`src/rtl/ascii_dec_parse.sv`:
```
// ascii_dec_parse: serial ASCII-decimal to binary parser.
//   Takes one ASCII character per char_valid/char_ready handshake and
//   accumulates up to MAX_DIGITS decimal digits. A CR or LF terminator
//   publishes the value on val with a one-cycle val_valid pulse. Malformed
//   input pulses err once, then characters are discarded up to the next
//   terminator.
// Ports:
//   clk, rst            rising-edge clock, synchronous active-high reset
//   char_in/char_valid  ASCII character and its valid strobe
//   char_ready          low only during the single DONE cycle after a result
//   val/val_valid       last good value (held) and its update pulse
//   err                 one-cycle malformed-number pulse
//   busy                high while a number is being accumulated
// Optional build macro: ASCII_PARSE_NEG_EN adds support for a leading '-'
//   and two's-complement results.
module ascii_dec_parse #(
  parameter int WIDTH      = 12,
  parameter int MAX_DIGITS = 3
) (
  input  logic             clk,
  input  logic             rst,
  input  logic [7:0]       char_in,
  input  logic             char_valid,
  output logic             char_ready,
  output logic [WIDTH-1:0] val,
  output logic             val_valid,
  output logic             err,
  output logic             busy
);
  localparam int CW = $clog2(MAX_DIGITS + 1);
  localparam int SW = WIDTH + 4;

  typedef enum logic [1:0] {IDLE, ACCUM, DONE, DRAIN} state_t;

  state_t           state, state_nx;
  logic [WIDTH-1:0] acc, acc_nx;
  logic [CW-1:0]    cnt, cnt_nx;
  logic [WIDTH-1:0] val_nx;
  logic             val_valid_nx, err_nx, busy_nx, ready_nx;

  // character classification
  logic          accept, is_dig, is_term, is_minus, empty_neg, over;
  logic [3:0]    dig;
  logic [SW-1:0] sum, limit;

  assign accept  = char_valid && char_ready;
  assign is_dig  = (char_in >= 8'd48) && (char_in <= 8'd57);
  assign is_term = (char_in == 8'd13) || (char_in == 8'd10);
  assign dig     = char_in[3:0];   // '0'..'9' carry their value in the low nibble
  assign sum     = ({4'b0, acc} * SW'(10)) + {{WIDTH{1'b0}}, dig};
  assign over    = sum > limit;

`ifdef ASCII_PARSE_NEG_EN
  logic neg, neg_nx;
  assign is_minus  = (char_in == 8'd45);
  // negative side of the range reaches one step further than the positive
  assign limit     = neg ? (SW'(1) << (WIDTH-1)) : ((SW'(1) << (WIDTH-1)) - SW'(1));
  // terminator right after a lone '-'
  assign empty_neg = (state == ACCUM) && accept && is_term && (cnt == '0);
`else
  assign is_minus  = 1'b0;
  assign limit     = {4'b0, {WIDTH{1'b1}}};
  assign empty_neg = 1'b0;
`endif

  // state and datapath registers
  always_ff @(posedge clk) begin
    if (rst) begin
      state      <= IDLE;
      acc        <= '0;
      cnt        <= '0;
      val        <= '0;
      val_valid  <= 1'b0;
      err        <= 1'b0;
      busy       <= 1'b0;
      char_ready <= 1'b1;
    end else begin
      state      <= state_nx;
      acc        <= acc_nx;
      cnt        <= cnt_nx;
      val        <= val_nx;
      val_valid  <= val_valid_nx;
      err        <= err_nx;
      busy       <= busy_nx;
      char_ready <= ready_nx;
    end
  end

`ifdef ASCII_PARSE_NEG_EN
  always_ff @(posedge clk) begin
    if (rst) neg <= 1'b0;
    else     neg <= neg_nx;
  end
`endif

  // next-state and accumulator
  always_comb begin
    state_nx = state;
    acc_nx   = acc;
    cnt_nx   = cnt;
`ifdef ASCII_PARSE_NEG_EN
    neg_nx   = neg;
`endif
    unique case (state)
      IDLE: if (accept) begin
        if (is_dig) begin
          state_nx = ACCUM;
          acc_nx   = {{(WIDTH-4){1'b0}}, dig};
          cnt_nx   = CW'(1);
`ifdef ASCII_PARSE_NEG_EN
          neg_nx   = 1'b0;
`endif
        end else if (is_minus) begin
          state_nx = ACCUM;
          acc_nx   = '0;
          cnt_nx   = '0;
`ifdef ASCII_PARSE_NEG_EN
          neg_nx   = 1'b1;
`endif
        end else if (!is_term) begin
          state_nx = DRAIN;
        end
      end
      ACCUM: if (accept) begin
        if (is_dig) begin
          if (cnt == CW'(MAX_DIGITS) || over) begin
            state_nx = DRAIN;
          end else begin
            acc_nx = sum[WIDTH-1:0];
            cnt_nx = cnt + CW'(1);
          end
        end else if (is_term) begin
          state_nx = empty_neg ? IDLE : DONE;
        end else begin
          state_nx = DRAIN;
        end
      end
      DONE:  state_nx = IDLE;
      DRAIN: if (accept && is_term) state_nx = IDLE;
      default: state_nx = IDLE;
    endcase
  end

  // registered output next values
  always_comb begin
    val_nx       = val;
    val_valid_nx = 1'b0;
    // err fires only on the transition into DRAIN, so draining stays silent
    err_nx       = ((state == IDLE || state == ACCUM) && state_nx == DRAIN) || empty_neg;
    busy_nx      = (state_nx == ACCUM);
    ready_nx     = (state_nx != DONE);
    if (state == ACCUM && state_nx == DONE) begin
      val_valid_nx = 1'b1;
`ifdef ASCII_PARSE_NEG_EN
      val_nx       = neg ? (~acc + WIDTH'(1)) : acc;
`else
      val_nx       = acc;
`endif
    end
  end

endmodule

```
`config.mk`:
```
export PLATFORM = sky130hd
export DESIGN_NAME = ascii_dec_parse
export DESIGN_NICKNAME = d
export VERILOG_FILES = /design/src/rtl/ascii_dec_parse.sv
export SDC_FILE = /design/constraint.sdc
export NUM_CORES = 1
export LEC_CHECK = 0
export ABC_AREA = 0
export CORE_ASPECT_RATIO = 0.7
export CORE_UTILIZATION = 57
export DETAILED_ROUTE_END_ITERATION = 16
export GPL_TIMING_DRIVEN = 0
export PLACE_DENSITY_LB_ADDON = 0.1
export REMOVE_ABC_BUFFERS = 1
export SLEW_MARGIN = 10
export SYNTH_ARGS = -nofsm -noshare
export SYNTH_HDL_FRONTEND = slang
export SYNTH_SLANG_ARGS = --single-unit
```
`constraint.sdc`:
```
create_clock -name clk -period 4.3 [get_ports clk]
set_input_delay 0.43 -clock clk [delete_from_list [all_inputs] [get_ports clk]]
set_output_delay 0.43 -clock clk [all_outputs]
set_load 0.02 [all_outputs]
```
==> run metrics <==
PostCTS Resize Cnt 0; largest family of logic cells by synthesized area simple AND/OR/NAND/NOR gates; TNS Setup 0 ps; Setup-failing EPs final 0; Util after Layout 69.5%; worst-margin pin slew 1130 ps; register area share after synthesis 26.5%; commonest non-fill, non-tap cell in the layout dfxtp_1; Setup crit start acc[3]; post-synthesis adder-cell area fraction 14.1%; initial antenna violation count 0; post-route ant nets 0; Final Hold Violating Endpoints 0; VDD IR max 0.310 mV; drt first pass iters 4; first-pass GRT wire length 9.05 mm; Die Width 79.8 um; Buffers on Ports 26; CTS H-Tree Depth 2; Total Wirelength 5.27 mm; WS Path Type reg2reg; Root Driver clkbuf_8; Final WS setup 632 ps; Clock Power Share 47.0%; pin count of the biggest net entering global routing 32; Final period util 85.3%; RSZ-0062 raised after global routing no; drt wl/cell 15.5 um; sequential share of power 44.9%; CP Data Arrival Time 3870 ps; Die Ht 56.5 um; Core ar. 0.00399 mm2; pre-CTS setup slack 645 ps; EDFF count, synth 0; Slew headroom 24.7%; Starting Density 60.5%; Crit path depth 11; Synth Area in Compound Gates 21.6%; Gate Count Post-Synth 266; CP Buf/Inv Count 0; Async SR Flop Fraction 0%; Peak Freq 0.273 GHz; hold_buf cts 0; Post-Syn Area 0.00241 mm2; Num CTS Buffers 5; Register-to-Register Path Depth 11; DP Wirelength 3.77 mm; via count 2013; setup bufs post-CTS 0; vias in the first global route 1887; Hold WS 501 ps; detailed-route DRC error count 0; standard-cell rows 19; cell area power density 244 mW/mm2; post-synthesis mux area share 6.48%; RR Endpoint acc[11]; # diodes 0; GR Util All Layers 26.0%; die footprint 0.00450 mm2; I/O pin total 27; Psw 0.000148 W; RePlAce Congestion 0.791; clock period minus worst slack 3670 ps; CP Cell Sequence ha_1 -> ha_1 -> fa_1 -> a211o_1 -> or4b_1 -> o31ai_1 -> o21ai_2 -> nor3_4 -> mux2_4 -> a211o_1 -> a21oi_1; Int Power 0.000530 W; max-slew violations 0; syn avg cell area 9.08 um2; hold crit path type reg2reg; share of layout cells above drive strength 1 10.5%; nature of the critical path endpoint register; Post-Place Cells 331; Clock Skews 3.10 ps; commonest cells after routing, fill and taps aside dfxtp_1, nor2_1, clkdlybuf4s50_1; Initial DRC Count 79; clk buf depth 2; cell leakage power 1.23 nW; Logic pwr share 8.1%; CP max-delay cell fa_1; nets@finish 323; FF-to-FF Start acc[3]; Net Sw Frac 21.9%; clk sinks 32; Clk Latency, worst-skew pair 290 ps; CTS clk-pin slew, worst paths 70 ps; maximum fanout along the worst path 21; commonest register cell after synthesis dfxtp_1; Final Non-Filler Cells 339; Layout fillers 321; #FFs+latches synth 32; area share of and/or/nand/nor cells after synthesis 22.6%; crit path to acc[11]; vias per std cell 5.94; max-cap violations 0; status finished, final reports clean; Setup crit start kind register; Area Growth Syn to Fin 15.0%; largest stage delay on the critical path 490 ps; XOR/XNOR Fraction of Synth Area 3.63%; yosys warns 0; TritonCTS clock tree yes; family with the most delay on the worst path compound AO/OA/AOI/OAI gates; R2R Setup Slk 630 ps; GRT overflow 0; Synth cell types 63; Data required, critical path 4500 ps
==> flip-flops by register name, indices dropped and copies added (netlist names) <==
signal,count
state,2
val_valid,1
busy,1
err,1
cnt,2
val,12
char_ready,1
acc,12
==> power groups by stage <==
stage          sequential [W]  combinational [W]  clock (W)
6_report             0.000304          0.0000549   0.000319
2_1_floorplan        0.000312          0.0000278          0
3_3_place_gp         0.000311          0.0000528          0
5_1_grt              0.000304          0.0000604   0.000335
3_5_place_dp         0.000311          0.0000536          0
4_1_cts              0.000304          0.0000548   0.000321
==> worst min-delay path by stage <==
| stage | from | end | slack [ps] | cells after the start |
|---|---|---|---|---|
| 4_1_cts | val[2] | val[2] | 500 | 2 |
| 3_3_place_gp | val[1] | val[1] | 470 | 2 |
| 2_1_floorplan | state[1] | err | 460 | 1 |
| 5_1_grt | val[2] | val[2] | 520 | 2 |
| 3_5_place_dp | val[1] | val[1] | 470 | 2 |
| 6_report | val[6] | val[6] | 500 | 2 |
==> metal layers <==
metal,part of all wire (%),GRT usage [%],up-vias
li1,-,-,1024
met1,53,37.3,950
met2,43,38.6,30
met3,2.9,5.85,9
met4,1.2,8.16,0
met5,0,0,-
==> logic make-up (layout without fill, tap and decap cells) <==
logic type      Yosys count  after routing
xor+xnor                 10             10
mux                      15             15
buf+inv                  22             43
compound gates           67             67
fa+ha+maj                26             26
simple gates             94             94
flops                    32             32
==> worst min-delay path: stages, from the launching register on <==
cell	delay [ps]
dfxtp_1	330
mux2i_1	70
nor2_1	70
==> metrics by stage <==
step                      area, um2  power (W)
after floorplan                2330   0.000340
after global placement         2650   0.000364
after detailed placement       2650   0.000364
after CTS                      2780   0.000680
after global routing           2780   0.000700
final                          2780   0.000678
==> synthesized netlist by cell type, types with 2 or more instances <==
library cell   n  share of area (%)
a21oi_1       18                3.7
o21ai_0        5                1.0
or4_1          2               0.62
inv_1          9                1.4
nor2_1        31                4.8
and3_1         2               0.52
and4b_1        3                1.2
and2_1         2               0.52
buf_2          5                1.0
fa_1           2                1.7
nand4_1        3               0.78
nand3b_1       3               0.93
nor4_1         3               0.78
a211o_1        8                2.9
xnor2_1        7                2.5
nor3_1         6                1.2
xor2_1         3                1.1
nor3b_1        3               0.93
a31o_1         3                1.1
nand3_1        9                1.9
nand2_1        8                1.2
o21a_1         2               0.62
o211ai_1       5                1.6
ha_1          24                 12
or3_1          2               0.52
buf_6          4                1.9
a21bo_2        2               0.83
a211oi_2       3                1.6
o21ba_2        2               0.83
nand2b_1       5                1.3
dfxtp_1       32                 27
mux2i_1       13                5.4
a21o_1         5                1.6
nor2b_1        2               0.52
clkbuf_1       2               0.31
==> layout make-up <==
class	instances	area, um2	share of cell area, %
Clock buffer	7	96.3	3.47
Multi-Input combinational cell	212	1650	59.5
Sequential cell	32	641	23.1
Inverter	9	33.8	1.22
Timing Repair Buffer	26	260	9.37
Clock inverter	1	30.0	1.08
Tap cell	52	65.1	2.34
Note: power is estimated with default switching activity, not from simulation.
